===== config.mk =====
export PLATFORM = sky130hd
export DESIGN_NAME = multicycle_ctrl
export DESIGN_NICKNAME = d
export VERILOG_FILES = /design/src/rtl/multicycle_ctrl_pkg.sv /design/src/rtl/multicycle_ctrl_alu_decoder.sv /design/src/rtl/multicycle_ctrl.sv
export SDC_FILE = /design/constraint.sdc
export NUM_CORES = 1
export LEC_CHECK = 0
export CAP_MARGIN = 25
export CORE_AREA = 2 2 88 90
export CTS_BUF_LIST = sky130_fd_sc_hd__clkbuf_16
export CTS_CLUSTER_DIAMETER = 30
export DETAILED_ROUTE_END_ITERATION = 7
export DIE_AREA = 0 0 90 92
export PLACE_DENSITY_LB_ADDON = 0.2
export SYNTH_ARGS = -nofsm -noshare
export SYNTH_HDL_FRONTEND = slang
export SYNTH_SLANG_ARGS = --single-unit

===== constraint.sdc =====
create_clock -name clk -period 2.31 [get_ports clk]
set_clock_uncertainty 0.2 [all_clocks]
set_input_delay 0.462 -clock clk [delete_from_list [all_inputs] [get_ports clk]]
set_output_delay 0.462 -clock clk [all_outputs]
set_load 0.005 [all_outputs]

===== src/rtl/multicycle_ctrl_pkg.sv =====
// Shared MIPS control definitions: opcode/funct encodings, ALU operation
// codes, datapath mux select encodings and the controller state encoding.
package multicycle_ctrl_pkg;

  // Instruction opcodes (IR[31:26])
  localparam logic [5:0] OP_RTYPE = 6'b000000;
  localparam logic [5:0] OP_ADDI  = 6'b001000;
  localparam logic [5:0] OP_ORI   = 6'b001101;
  localparam logic [5:0] OP_LW    = 6'b100011;
  localparam logic [5:0] OP_SW    = 6'b101011;
  localparam logic [5:0] OP_BEQ   = 6'b000100;
  localparam logic [5:0] OP_J     = 6'b000010;

  // R-type funct codes (IR[5:0])
  localparam logic [5:0] FN_ADD = 6'b100000;
  localparam logic [5:0] FN_SUB = 6'b100010;
  localparam logic [5:0] FN_AND = 6'b100100;
  localparam logic [5:0] FN_OR  = 6'b100101;
  localparam logic [5:0] FN_SLT = 6'b101010;

  // ALU operation codes
  localparam logic [2:0] ALU_AND = 3'b000;
  localparam logic [2:0] ALU_OR  = 3'b001;
  localparam logic [2:0] ALU_ADD = 3'b010;
  localparam logic [2:0] ALU_SUB = 3'b110;
  localparam logic [2:0] ALU_SLT = 3'b111;

  // Memory address select
  localparam logic IORD_PC     = 1'b0;
  localparam logic IORD_ALUOUT = 1'b1;

  // Register destination select
  localparam logic REGDST_RT = 1'b0;
  localparam logic REGDST_RD = 1'b1;

  // ALU operand selects
  localparam logic       SRCA_PC    = 1'b0;
  localparam logic       SRCA_A     = 1'b1;
  localparam logic [1:0] SRCB_B     = 2'b00;
  localparam logic [1:0] SRCB_FOUR  = 2'b01;
  localparam logic [1:0] SRCB_IMM   = 2'b10;
  localparam logic [1:0] SRCB_BRIMM = 2'b11;

  // Next-PC select
  localparam logic [1:0] PCSRC_ALU    = 2'b00;
  localparam logic [1:0] PCSRC_ALUOUT = 2'b01;
  localparam logic [1:0] PCSRC_JUMP   = 2'b10;

  // Controller states; encodings 12-15 are unused and recover to FETCH
  typedef enum logic [3:0] {
    S_FETCH  = 4'd0,
    S_DECODE = 4'd1,
    S_MEMADR = 4'd2,
    S_MEMRD  = 4'd3,
    S_MEMWB  = 4'd4,
    S_MEMWR  = 4'd5,
    S_EXEC   = 4'd6,
    S_ALUWB  = 4'd7,
    S_BRANCH = 4'd8,
    S_IEXEC  = 4'd9,
    S_IWB    = 4'd10,
    S_JUMP   = 4'd11
  } state_t;

  // What kind of ALU operation the current state asks for
  typedef enum logic [2:0] {
    ALU_CLS_NONE  = 3'd0,
    ALU_CLS_ADD   = 3'd1,
    ALU_CLS_SUB   = 3'd2,
    ALU_CLS_FUNCT = 3'd3,
    ALU_CLS_IMM   = 3'd4
  } alu_cls_t;

  // True for every opcode the controller knows how to sequence
  function automatic logic opcode_supported(input logic [5:0] op);
    case (op)
      OP_RTYPE, OP_ADDI, OP_ORI, OP_LW, OP_SW, OP_BEQ, OP_J: return 1'b1;
      default: return 1'b0;
    endcase
  endfunction

endpackage


===== src/rtl/multicycle_ctrl_alu_decoder.sv =====
// ALU control decoder: maps the state's ALU request class plus the
// instruction's opcode/funct to an ALU operation code, and flags whether
// the funct field is a supported R-type operation.
module multicycle_ctrl_alu_decoder
  import multicycle_ctrl_pkg::*;
(
  input  alu_cls_t   cls,
  input  logic [5:0] opcode,
  input  logic [5:0] funct,
  output logic [2:0] alu_ctrl,
  output logic       funct_valid
);

  logic [2:0] funct_alu;

  // Decode the R-type funct field independently of the requesting state
  always_comb begin
    funct_valid = 1'b1;
    funct_alu   = ALU_ADD;
    case (funct)
      FN_ADD:  funct_alu = ALU_ADD;
      FN_SUB:  funct_alu = ALU_SUB;
      FN_AND:  funct_alu = ALU_AND;
      FN_OR:   funct_alu = ALU_OR;
      FN_SLT:  funct_alu = ALU_SLT;
      default: funct_valid = 1'b0;
    endcase
  end

  // Select the final ALU operation from the request class
  always_comb begin
    alu_ctrl = ALU_AND;
    case (cls)
      ALU_CLS_ADD:   alu_ctrl = ALU_ADD;
      ALU_CLS_SUB:   alu_ctrl = ALU_SUB;
      ALU_CLS_FUNCT: alu_ctrl = funct_alu;
      ALU_CLS_IMM:   alu_ctrl = (opcode == OP_ORI) ? ALU_OR : ALU_ADD;
      default:       alu_ctrl = ALU_AND;
    endcase
  end

endmodule


===== src/rtl/multicycle_ctrl.sv =====
// Main control FSM of the multicycle MIPS core. Sequences fetch, decode,
// execute, memory and writeback steps, drives the datapath enables and mux
// selects from the current state, and counts retired instructions.
module multicycle_ctrl
  import multicycle_ctrl_pkg::*;
#(
  parameter int CNT_W = 32
) (
  input  logic             clk,
  input  logic             reset_n,
  input  logic             run,
  input  logic [5:0]       opcode,
  input  logic [5:0]       funct,
  input  logic             zero,
  output logic             pc_en,
  output logic             iord,
  output logic             mem_write,
  output logic             ir_write,
  output logic             reg_dst,
  output logic             mem_to_reg,
  output logic             reg_write,
  output logic             alu_src_a,
  output logic [1:0]       alu_src_b,
  output logic             imm_zext,
  output logic [2:0]       alu_ctrl,
  output logic [1:0]       pc_src,
  output logic [3:0]       state,
  output logic             instr_done,
  output logic             illegal,
  output logic [CNT_W-1:0] retired
);

  state_t   st;
  alu_cls_t alu_cls;
  logic     funct_valid;

  // Raw state decodes before the reset gate on the write enables
  logic     pc_write;
  logic     branch;
  logic     mem_write_raw;
  logic     ir_write_raw;
  logic     reg_write_raw;

  multicycle_ctrl_alu_decoder u_alu_decoder (
    .cls         (alu_cls),
    .opcode      (opcode),
    .funct       (funct),
    .alu_ctrl    (alu_ctrl),
    .funct_valid (funct_valid)
  );

  // State register and transitions; reset aborts any instruction in flight
  always_ff @(posedge clk or negedge reset_n) begin
    if (!reset_n) begin
      st <= S_FETCH;
    end else begin
      case (st)
        S_FETCH:  if (run) st <= S_DECODE;
        S_DECODE: begin
          case (opcode)
            OP_LW, OP_SW:    st <= S_MEMADR;
            OP_RTYPE:        st <= S_EXEC;
            OP_BEQ:          st <= S_BRANCH;
            OP_ADDI, OP_ORI: st <= S_IEXEC;
            OP_J:            st <= S_JUMP;
            default:         st <= S_FETCH;
          endcase
        end
        S_MEMADR: st <= (opcode == OP_LW) ? S_MEMRD : S_MEMWR;
        S_MEMRD:  st <= S_MEMWB;
        S_EXEC:   st <= funct_valid ? S_ALUWB : S_FETCH;
        S_IEXEC:  st <= S_IWB;
        // Final states of every instruction and unused encodings
        default:  st <= S_FETCH;
      endcase
    end
  end

  // Moore output decode; only FETCH looks at run, only DECODE/EXEC flag illegal
  always_comb begin
    pc_write      = 1'b0;
    branch        = 1'b0;
    iord          = IORD_PC;
    mem_write_raw = 1'b0;
    ir_write_raw  = 1'b0;
    reg_dst       = REGDST_RT;
    mem_to_reg    = 1'b0;
    reg_write_raw = 1'b0;
    alu_src_a     = SRCA_PC;
    alu_src_b     = SRCB_B;
    imm_zext      = 1'b0;
    alu_cls       = ALU_CLS_NONE;
    pc_src        = PCSRC_ALU;
    instr_done    = 1'b0;
    illegal       = 1'b0;
    case (st)
      S_FETCH: begin
        if (run) begin
          ir_write_raw = 1'b1;
          pc_write     = 1'b1;
          alu_src_b    = SRCB_FOUR;
          alu_cls      = ALU_CLS_ADD;
        end
      end
      S_DECODE: begin
        // Branch target is computed speculatively into ALUOut
        alu_src_b = SRCB_BRIMM;
        alu_cls   = ALU_CLS_ADD;
        illegal   = !opcode_supported(opcode);
      end
      S_MEMADR: begin
        alu_src_a = SRCA_A;
        alu_src_b = SRCB_IMM;
        alu_cls   = ALU_CLS_ADD;
      end
      S_MEMRD: begin
        iord = IORD_ALUOUT;
      end
      S_MEMWB: begin
        reg_write_raw = 1'b1;
        mem_to_reg    = 1'b1;
        reg_dst       = REGDST_RT;
        instr_done    = 1'b1;
      end
      S_MEMWR: begin
        iord          = IORD_ALUOUT;
        mem_write_raw = 1'b1;
        instr_done    = 1'b1;
      end
      S_EXEC: begin
        alu_src_a = SRCA_A;
        alu_src_b = SRCB_B;
        alu_cls   = ALU_CLS_FUNCT;
        illegal   = !funct_valid;
      end
      S_ALUWB: begin
        reg_write_raw = 1'b1;
        reg_dst       = REGDST_RD;
        instr_done    = 1'b1;
      end
      S_BRANCH: begin
        // Counts as done whether or not the branch is taken
        alu_src_a  = SRCA_A;
        alu_src_b  = SRCB_B;
        alu_cls    = ALU_CLS_SUB;
        pc_src     = PCSRC_ALUOUT;
        branch     = 1'b1;
        instr_done = 1'b1;
      end
      S_IEXEC: begin
        alu_src_a = SRCA_A;
        alu_src_b = SRCB_IMM;
        alu_cls   = ALU_CLS_IMM;
        imm_zext  = (opcode == OP_ORI);
      end
      S_IWB: begin
        reg_write_raw = 1'b1;
        reg_dst       = REGDST_RT;
        instr_done    = 1'b1;
      end
      S_JUMP: begin
        pc_src     = PCSRC_JUMP;
        pc_write   = 1'b1;
        instr_done = 1'b1;
      end
      default: begin
      end
    endcase
  end

  // Architectural write enables are held off while reset is asserted
  assign pc_en     = reset_n & (pc_write | (branch & zero));
  assign ir_write  = reset_n & ir_write_raw;
  assign mem_write = reset_n & mem_write_raw;
  assign reg_write = reset_n & reg_write_raw;
  assign state     = st;

  // Retired-instruction counter, bumped on the final cycle of each legal instruction
  always_ff @(posedge clk or negedge reset_n) begin
    if (!reset_n) begin
      retired <= '0;
    end else if (instr_done) begin
      retired <= retired + CNT_W'(1);
    end
  end

endmodule

## Word level (Yosys, flattened, before mapping)

Cells that the tools add are included.

- Muxes and demuxes: 29
- Multipliers: 0
- Reduce and logical (&&, ||, !) cells: 14
- $add $sub $neg: 1
- Shifts and indexed selects: 0
- Eq/ne operators: 27
- Div/mod/pow operators: 0
- Order comparisons: 0
- Bitwise operators: 6

Operators by type and width:

| kind | number |
|---|---|
| == test 6 bit (second input constant) | 7 |
| adder 32 x 1 -> 32 bit (second input constant) | 1 |
| case mux 3 bit (4 select lines) | 2 |
| case mux 4 bit (6 select lines) | 1 |
| case mux 4 bit (5 select lines) | 1 |
| == test 4 x 3 -> 1 bit (second input constant) | 4 |
| == test 4 bit (second input constant) | 4 |
| 2-to-1 mux 1 bit | 16 |
| case mux 3 bit (5 select lines) | 1 |
| == test 6 x 4 -> 1 bit (second input constant) | 2 |
| OR reduction 2 bit | 5 |
| == test 4 x 2 -> 1 bit (second input constant) | 2 |
| OR reduction 7 bit | 1 |
| == test 3 x 2 -> 1 bit (second input constant) | 2 |
| == test 6 x 2 -> 1 bit (second input constant) | 1 |
| == test 6 x 3 -> 1 bit (second input constant) | 1 |
| zero test 6 bit | 1 |
| 2-to-1 mux 3 bit | 2 |
| case mux 2 bit (3 select lines) | 1 |
| OR reduction 6 bit | 1 |
| AND 1 bit | 5 |
| OR reduction 5 bit | 1 |
| == test 4 x 1 -> 1 bit (second input constant) | 1 |
| zero test 4 bit | 1 |
| 11 further kinds | 13 |

- Memories: 0
- Register bits after elaboration: 36
- RAM bits: 0
- Bits of input ports: 16
- Latch bits: 0
- Bits in read-only memories: 0
- Word-level logic and storage cells: 79
- Output and inout bits: 54

## Logic depth before layout (Yosys ltp)

Gate-level depths: netlist of run 1.

- Depth after elaboration: 6
- Depth in mapped cells: 7
- Mapped depth without buffers: 6

## By module

From an unflattened synthesis of run 1, not the netlist that was laid out.

- Cells, all modules: 223
- Area, all modules: 2139.6 um^2

Modules (own cells, without submodules):

| module | cells each | seq. area each (um^2) | instances | area an instance (um^2) |
|---|---|---|---|---|
| multicycle_ctrl | 202 | 900.9 | 1 | 1994.4 |
| multicycle_ctrl_alu_decoder | 21 | 0.0 | 1 | 145.1 |

## Worst setup path before layout of run 1

Ideal clock, no wire load.

- Kind: register to output
- From: reg st[3], in the netlist state[3]
- To: out alu_ctrl[1]
- Data arrival time: 1347 ps
- Buffers on the path: 1
- Slack: 301 ps
- Cell stages (with the launch flop): 6
- Required time: 1648 ps
- Cell sequence: dfrtp_1 clkbuf_1 nand2b_1 nor2_1 and4_1 nor3_1

- Longest elaborated chain between the ends: 5
- Elaborated cells between the ends (all ways): 13
- Those cells by class: eq/ne: 9; mux: 2; reduce/logical: 2

RTL lines:

| what | line | RTL |
|---|---|---|
| from (decl) | multicycle_ctrl.sv:33 | `state_t st;` |
| from (signal assigned) | multicycle_ctrl.sv:69 | `S_MEMADR: st <= (opcode == OP_LW) ? S_MEMRD : S_MEMWR;` |
| from (signal assigned) | multicycle_ctrl.sv:71 | `S_EXEC: st <= funct_valid ? S_ALUWB : S_FETCH;` |
| == test 4 x 1 -> 1 bit / == test 4 x 2 -> 1 bit (equally long branches) | multicycle_ctrl.sv:96 | `case (st)` |
| OR reduction 2 bit (no source line) | n/a |  |
| case mux 3 bit (5 select lines) * | multicycle_ctrl.sv:96 |  |
| == test 3 bit, or another cell as far along | multicycle_ctrl_alu_decoder.sv:33 | `case (cls)` |
| case mux 3 bit (4 select lines) * | multicycle_ctrl_alu_decoder.sv:33 |  |
| to (decl) | multicycle_ctrl.sv:25 | `output logic [2:0] alu_ctrl,` |

Mark *: on every way between the ends. The rest lies on a longest branch, timed or not.

## Worst setup path in the final report of run 1

- From: in funct[3]
- To: out alu_ctrl[0]

- Longest elaborated chain between the ends: 3
- Elaborated cells between the ends (all ways): 6
- Those cells by class: eq/ne: 4; mux: 2

RTL lines:

| what | line | RTL |
|---|---|---|
| from (decl) | multicycle_ctrl.sv:13 | `input logic [5:0] funct,` |
| == test 6 bit | multicycle_ctrl_alu_decoder.sv:20 | `case (funct)` |
| case mux 3 bit (4 select lines) * | multicycle_ctrl_alu_decoder.sv:20 |  |
| case mux 3 bit (4 select lines) * | multicycle_ctrl_alu_decoder.sv:33 |  |

Marks and branches as above.

==> flow_summary.toml, run 1 <==
[synthesis]
synthFlopType = "dfrtp_1"
ys_ff_latch = 36
ys_seq_area_share_pct = 42.4
synth_edf_count = 0
synthesis.area_mm2 = 0.00212
syn_avg_cell_area_um2 = 9.84
syn_inst = 216
ys_async_sr_fraction_pct = 100
ys_warn_count = 0
synth_cell_types = 53
synth_nets = 233

[die]
chipWidth_um = 90
rows = 32
pin_count = 70
die_h_um = 92
die_area_mm2 = 0.00828
start_util_pct = 28.5
core_area_mm2 = 0.00745

[sta]
finalCritPeriodShare_pct = 98.9
finalHoldViolations = 0
worst_slew_pin_slew_ns = 0.468
timing.hold.ws_ns = 0.108
relSlewSlack_pct = 68.5
rsz0062_at_grt = "true"
max_freq_mhz = 438
fin_tns_setup_ns = 0
drv_slew = 0
setup_viol = 0
layout_setup_ws_ns = 0.0249
fin_crit_ns = 2.29

[job]
maxCapViolCount = 0

[setup_path]
cpMaxStageDelayCell = "clkdlybuf4s50_1"
path_delay_family = "buffers and inverters"
cp_max_fo = 3
worstPathCellList = "clkdlybuf4s50_1 -> nor2_1 -> a32o_1 -> a31o_2 -> buf_2"
arrival_ns = 1.62
worstSetupPathType = "primary input to primary output"
crit_required_ns = 1.65
cpPeakStageDelay_ns = 0.49
path_buf_inv = 2
cp-end-kind = "primary output"
worst_setup_path_start_kind = "primary input"

[pwr]
powerDensity_mw_per_mm2 = 596
p_total_w = 0.00207
p_leak_nw = 1.59
ir_drop_mv = 0.343

[clocking]
cts_root_buf = "clkbuf_16"
cts.sinks = 36
insertion_delay_ns = 0.27
cts_tree = "yes"
clk_pin_slew_ns = 0.05
ctsHoldBuffers = 0
clk_path_buf_depth = 2
cts_buffers = 5
htreeDepth = 2

[placed_design]
gp_congestion = 0.814
portBuffers = 69
dpl.hpwl_mm = 4.32
pre_cts_slack_ns = -0.481
place_area_mm2 = 0.00325

[global_route]
grt_max_degree = 37
grt_pass1_vias = 1995
overflow = 0
grt_usage_pct = 14.1
antenna_found_initial = 0
grt_pass1_wl_mm = 9.65

[layout]
areaGrowthSynthToFinish_pct = 63.6
final_area_mm2 = 0.00348
nets = 354
diodes = 0
drive_above_1_share_pct = 28.8
fillers = 741

[routing]
vias = 2014
wl_mm = 5.75
routedWlPerCell_um = 13.1
drcViolationCount = 0
viasPerCell = 4.59
drtIter0Drc = 84
ant_nets = 0
first_pass_iters = 4

[hold_path]
holdCritPathClass = "primary input to async pin"

[outcome]
status = "complete, no violations"
sequential cells by signal, summed over array words and instances (netlist names):
name,cells
retired,32
state,4
per-stage QoR:
stage	instances	util [%]
final	439	46.7
after CTS	437	46.5
after global placement	423	43.7
after floorplan	216	-
after detailed placement	423	43.7
after global routing	439	46.7
metal layers:
metal	share of wire (%)	global-route usage (%)
met5	0	0
met3	3.3	2.79
met4	1.4	3.59
met2	49	24.1
met1	46	18.3
where the power goes:
| group | switching, W | leakage [nW] | internal [W] |
|---|---|---|---|
| registers | 0.0000551 | 0.492 | 0.000674 |
| clock network | 0.000231 | 0.0709 | 0.000387 |
| logic | 0.000314 | 1.03 | 0.000411 |
final cells by class:
type                       instances  area (um2)  share of cell area (%)
inverter                           5        18.8                   0.540
clock inverter                     2        8.76                   0.252
sequential                        36         905                    26.0
multi-input combinational        169        1240                    35.7
timing repair buffer             120        1050                    30.2
clock buffer                       5         125                    3.60
tap                              102         128                    3.67
synth_stat cells (3+ instances only):
cell type,instances,share of area [%]
a21oi_1,4,0.94
and3_1,7,2.1
and4_1,3,1.2
buf_1,3,0.53
dfrtp_1,36,42
inv_1,4,0.71
nand2_1,22,3.9
nand2b_1,4,1.2
nand3_1,15,3.5
nand4_1,5,1.5
nor2_1,16,2.8
nor2b_1,3,0.88
nor3_1,11,2.6
nor3b_1,3,1.1
o21ai_0,3,0.71
xnor2_1,24,9.9
xor2_1,9,3.7
what timing repair did:
item | in CTS | in global routing
setup endpoints to repair | 17 | 11
pin swaps | 4 | 9
gates resized for setup | 56 | 17
setup buffers | 7 | 2
cell families after synthesis:
| family | Yosys count | share of synthesized area (%) |
|---|---|---|
| and+or+nand+nor | 110 | 32.0 |
| DFF | 36 | 42.4 |
| xor gates and xnor gates | 33 | 13.6 |
| AOI/OAI and AO/OA | 23 | 8.42 |
| buffers and inverters | 11 | 2.06 |
| muxes | 2 | 0.942 |
| adders and majority gates | 1 | 0.589 |
placed cells by master, fill, tap and decap left out, types with 3 or more instances in the layout:
master,n
nand2b_1,3
a21oi_1,4
nand4_1,5
and3_1,7
buf_2,6
dfrtp_2,3
nand3_1,15
and4_1,3
xnor2_1,24
buf_6,6
dlygate4sd2_1,18
nand2_1,22
clkbuf_16,5
clkbuf_2,4
clkdlybuf4s50_1,41
dfrtp_1,33
buf_4,43
xor2_1,9
inv_1,5
nor3_1,8
nor2_1,15
path summary, 6_finish.rpt:
| path | slack, ns | from | endpoint | cells past startpoint |
|---|---|---|---|---|
| min | 0.11 | reset_n | retired[22]$_DFFE_PN0P_ | 2 |
| max | 0.02 | funct[3] | alu_ctrl[0] | 5 |
| max reg2reg | 0.16 | state[3]$_DFFE_PN0P_ | retired[11]$_DFFE_PN0P_ | 8 |
| min in group clk | 0.27 | retired[31]$_DFFE_PN0P_ | retired[31]$_DFFE_PN0P_ | 1 |
| max in group asynchronous | 1.45 | reset_n | state[2]$_DFFE_PN0P_ | 2 |
| min reg2reg | 0.27 | retired[31]$_DFFE_PN0P_ | retired[31]$_DFFE_PN0P_ | 1 |
Power figures use the tool's default switching activity.
==> inputs of run 2 (changes only) <==
--- a/config.mk
+++ b/config.mk
@@ -15,3 +15,4 @@
 export SYNTH_ARGS = -nofsm -noshare
 export SYNTH_HDL_FRONTEND = slang
 export SYNTH_SLANG_ARGS = --single-unit
+export TNS_END_PERCENT = 10
==> flow_summary.toml, run 2 (synthesis gave the netlist of run 1 again) <==
[routing]
drcViolationCount = 0
ant_nets = 0
drtIter0Drc = 90
wl_met2_mm = 2.75
wl_mm = 5.61
first_pass_iters = 4
wl_met1_mm = 2.57
routedWlPerCell_um = 12.9
viasPerCell = 4.57
highest-signal-layer = "met4"
vias = 1979
wl_met3_um = 199

[clocking]
cts_tree = "yes"
cts_root_buf = "clkbuf_16"
cts.sinks = 36
clk_pin_slew_ns = 0.05
ctsHoldBuffers = 0
cts_buffers = 5
clk_path_buf_depth = 2
insertion_delay_ns = 0.27
htreeDepth = 2

[die]
chipWidth_um = 90
pin_count = 70
start_util_pct = 28.5
die_h_um = 92
die_area_mm2 = 0.00828
core_area_mm2 = 0.00745
rows = 32

[sta]
drv_slew = 0
max_freq_mhz = 401
finalCritPeriodShare_pct = 108
worst_slew_pin_slew_ns = 0.468
relSlewSlack_pct = 68.5
layout_setup_ws_ns = -0.181
setup_viol = 2
finalHoldViolations = 0
timing.hold.ws_ns = 0.108
fin_crit_ns = 2.49
rsz0062_at_grt = "true"

[hold_path]
holdCritPathClass = "primary input to async pin"

[setup_path]
cp_max_fo = 6
worstPathCellList = "buf_6 -> nor2_2 -> nand3_1 -> nor3_1 -> clkdlybuf4s50_1"
cp-end-kind = "primary output"
path_delay_family = "buffers and inverters"
cpPeakStageDelay_ns = 0.53
arrival_ns = 1.83
worstSetupPathType = "flip-flop to primary output"
path_buf_inv = 2
crit_required_ns = 1.65
cpMaxStageDelayCell = "clkdlybuf4s50_1"
worst_setup_path_start_kind = "flip-flop"

[layout]
final_cell_mix = "clkdlybuf4s50_1 (43), buf_4 (41), dfrtp_1 (33), xnor2_1 (24), nand2_1 (22)"
diodes = 0
nets = 348
final_area_mm2 = 0.00345
final_core_util_pct = 46.3
final_common_cell = "clkdlybuf4s50_1"
layout.cells.non_filler = 433
largest_reg_flops = 32
areaGrowthSynthToFinish_pct = 62.2
fillers = 737
drive_above_1_share_pct = 25.4
top_register = "retired"

[job]
maxCapViolCount = 0

[global_route]
grt_pass1_vias = 1979
grt_pass1_wl_mm = 9.54
grt_max_degree = 37
overflow = 0
grt_usage_pct = 13.9
antenna_found_initial = 0

[outcome]
status = "finished with violations"
violations = "setup timing"

[placed_design]
gp_congestion = 0.814
dpl.hpwl_mm = 4.32
place_area_mm2 = 0.00325
placedCellCount = 423
pre_cts_slack_ns = -0.481
portBuffers = 69

[pwr]
ir_drop_mv = 0.343
p_leak_nw = 1.60
powerDensity_mw_per_mm2 = 597
[run 2: cell types whose count changed in the layout (fill, tap and decap cells not counted), moves of 2 or more]
cell / change
clkbuf_2: -2
buf_4: -2
dlygate4sd2_1: -6
dlymetal6s2s_1: +6
buf_2: -4
clkdlybuf4s50_1: +2
buf_6: -4
nor2_2: +2
clkdlybuf4s15_1: +3
[run 2: path summary, 6_finish.rpt]
check	slack, ns	from	cells after the start	end
max	-0.18	state[3]$_DFFE_PN0P_	5	ir_write
min	0.11	reset_n	2	retired[22]$_DFFE_PN0P_
max reg2reg	0.16	state[2]$_DFFE_PN0P_	7	retired[11]$_DFFE_PN0P_
min reg2reg	0.27	retired[31]$_DFFE_PN0P_	1	retired[31]$_DFFE_PN0P_
max in group asynchronous	1.45	reset_n	2	state[2]$_DFFE_PN0P_
min in group clk	0.27	retired[31]$_DFFE_PN0P_	1	retired[31]$_DFFE_PN0P_
[run 2: power by group]
group          total [W]  internal, W  switching, W
logic           0.000711     0.000409      0.000302
registers       0.000729     0.000674     0.0000550
clock network   0.000617     0.000387      0.000231
[run 2: cell type report]
cell class / count / area (um2) / area share, %
Timing Repair Buffer: 114 / 1040 / 30.2
Clock inverter: 2 / 8.76 / 0.254
Inverter: 5 / 18.8 / 0.544
Multi-Input combinational cell: 169 / 1220 / 35.4
Tap cell: 102 / 128 / 3.70
Clock buffer: 5 / 125 / 3.63
Sequential cell: 36 / 905 / 26.2
[run 2: routing by layer]
layer | vias up | track usage, %
met1 | 935 | 18.0
met2 | 40 | 23.9
li1 | 996 | -
met4 | 0 | 3.59
met3 | 8 | 2.79
met5 | - | 0
[run 2: worst register-to-register path: cells and delay by family, from the launching register on]
family / cells / cell delay (ns)
simple gates: 3 / 0.78
flops: 1 / 0.45
buf+inv: 2 / 0.33
compound gates: 1 / 0.17
xor+xnor: 1 / 0.15
[run 2: what timing repair did]
item	CTS	global route
endpoints found under the setup margin	17	15
endpoints found under the hold margin	0	0
buffers inserted	2	1
gates resized for setup	32	21
pin swaps	4	3
[run 2: through the flow]
step / total power (W) / setup TNS [ns]
2_1_floorplan: 0.00103 / 0
3_3_place_gp: 0.00146 / -3.02
3_5_place_dp: 0.00147 / -3.20
4_1_cts: 0.00208 / -1.36
5_1_grt: 0.00217 / -0.813
6_report: 0.00206 / -0.303
==> inputs of run 3 (changes only) <==
--- a/config.mk
+++ b/config.mk
@@ -6,12 +6,15 @@
 export NUM_CORES = 1
 export LEC_CHECK = 0
 export CAP_MARGIN = 25
-export CORE_AREA = 2 2 88 90
+export CELL_PAD_IN_SITES_DETAIL_PLACEMENT = 0
+export CELL_PAD_IN_SITES_GLOBAL_PLACEMENT = 2
+export CORE_AREA = 2 2 92 94
 export CTS_BUF_LIST = sky130_fd_sc_hd__clkbuf_16
 export CTS_CLUSTER_DIAMETER = 30
 export DETAILED_ROUTE_END_ITERATION = 7
-export DIE_AREA = 0 0 90 92
+export DIE_AREA = 0 0 94 96
 export PLACE_DENSITY_LB_ADDON = 0.2
+export SLEW_MARGIN = 0
 export SYNTH_ARGS = -nofsm -noshare
 export SYNTH_HDL_FRONTEND = slang
 export SYNTH_SLANG_ARGS = --single-unit
==> flow_summary.toml, run 3 (synthesis gave the netlist of run 1 again) <==
[global_route]
grt_pass1_wl_mm = 10.1
grt_pass1_vias = 2028
antenna_found_initial = 0
grt_usage_pct = 14.2
grt_max_degree = 33
overflow = 0

[routing]
first_pass_iters = 4
vias = 2007
ant_nets = 0
routedWlPerCell_um = 13.3
drcViolationCount = 0
drtIter0Drc = 103
viasPerCell = 4.47
wl_mm = 5.96

[die]
rows = 33
pin_count = 70
core_area_mm2 = 0.00805
die_h_um = 96
chipWidth_um = 94
die_area_mm2 = 0.00902
start_util_pct = 26.4

[job]
maxCapViolCount = 0

[sta]
fin_tns_setup_ns = 0
setup_viol = 0
finalCritPeriodShare_pct = 97.8
fin_crit_ns = 2.26
max_freq_mhz = 443
relSlewSlack_pct = 66.3
worst_slew_pin_slew_ns = 0.501
finalHoldViolations = 0
rsz0062_at_grt = "true"
drv_slew = 0

[clocking]
cts_tree = "yes"
insertion_delay_ns = 0.28
htreeDepth = 2
cts_root_buf = "clkbuf_16"
clk_pin_slew_ns = 0.06
cts_buffers = 5
clk_path_buf_depth = 2
cts.sinks = 36

[setup_path]
arrival_ns = 1.60
cpMaxStageDelayCell = "dfrtp_1"
worstPathCellList = "buf_12 -> and2b_2 -> buf_4 -> a2bb2oi_4 -> inv_2 -> clkdlybuf4s15_1"
cpPeakStageDelay_ns = 0.38
worst_r2r_startpoint = "state[3]$_DFFE_PN0P_"
crit_required_ns = 1.65
cp-end-kind = "primary output"
path_delay_family = "buffers and inverters"
worst_setup_path_start_kind = "flip-flop"
reg2regPathDepth = 8
rr_endpoint = "retired[12]$_DFFE_PN0P_"
regToRegSetupSlack_ns = 0.12
path_buf_inv = 4
cp_max_fo = 8
worstSetupPathType = "flip-flop to primary output"

[outcome]
status = "complete, no violations"

[pwr]
p_total_w = 0.00212
powerDensity_mw_per_mm2 = 600
p_leak_nw = 1.64
ir_drop_mv = 0.287

[layout]
nets = 360
drive_above_1_share_pct = 28.5
areaGrowthSynthToFinish_pct = 66.3
final_core_util_pct = 43.9
top_register = "retired"
final_cell_mix = "buf_4 (50), clkdlybuf4s50_1 (39), dfrtp_1 (35), xnor2_1 (24), nand2_1 (22)"
layout.cells.non_filler = 449
final_common_cell = "buf_4"
diodes = 0
largest_reg_flops = 32

[placed_design]
dpl.hpwl_mm = 4.53
placedCellCount = 430
portBuffers = 69
gp_congestion = 0.783

[hold_path]
holdCritPathClass = "primary input to async pin"
## run 3: power by group
group	internal, W	switching [W]	total (W)
registers	0.000673	0.0000592	0.000733
logic	0.000433	0.000314	0.000747
clock network	0.000391	0.000249	0.000641
total	0.00150	0.000622	0.00212
## run 3: area by class of cell
cell class                 instances  area, um2
fill                             796       4520
multi-input combinational        169       1230
timing repair buffer             126       1110
sequential                        36        902
tap                              105        131
clock buffer                       5        125
inverter                           5       18.8
clock inverter                     3       15.0
## run 3: stage by stage
step,area [um2],hold WS [ns],setup slack (ns)
6_report,3530,0.128,0.0514
5_1_grt,3530,0.161,-0.0666
4_1_cts,3460,0.138,-0.203
3_5_place_dp,3270,0.117,-0.483
3_3_place_gp,3270,0.115,-0.478
2_1_floorplan,2120,-0.0336,0.301
## run 3: how the worst max path moves through the flow
| stage | startpoint | end | cells past startpoint |
|---|---|---|---|
| 6_report | state[3]$_DFFE_PN0P_ | instr_done | 6 |
| 5_1_grt | state[3]$_DFFE_PN0P_ | pc_en | 7 |
| 4_1_cts | funct[1] | alu_ctrl[0] | 6 |
| 3_5_place_dp | opcode[1] | alu_ctrl[0] | 6 |
| 3_3_place_gp | opcode[1] | alu_ctrl[0] | 6 |
| 2_1_floorplan | state[3]$_DFFE_PN0P_ | alu_ctrl[1] | 5 |
## run 3: worst reg2reg max path: stages, from the launching register on
cell	delay, ns
dfrtp_1	0.40
buf_12	0.15
and2b_2	0.22
buf_4	0.12
a2bb2oi_4	0.06
buf_4	0.14
or4_4	0.55
nor2_2	0.11
xor2_1	0.15
## run 3: layer usage
metal	routed length, um	part of all wire [%]	track usage [%]	vias up
met5	0	0	0	-
met4	51	0.86	3.62	0
met3	230	3.9	2.90	5
met2	2780	47	23.0	43
met1	2900	49	19.3	934
li1	-	-	-	1025
## run 3: what timing repair did
item,in CTS,in global routing
hold buffers,1,0
cloned,0,0
setup buffers,4,6
endpoints found under the hold margin,4,0
resized for setup,46,23
pin swaps,7,7
setup endpoints to repair,18,11
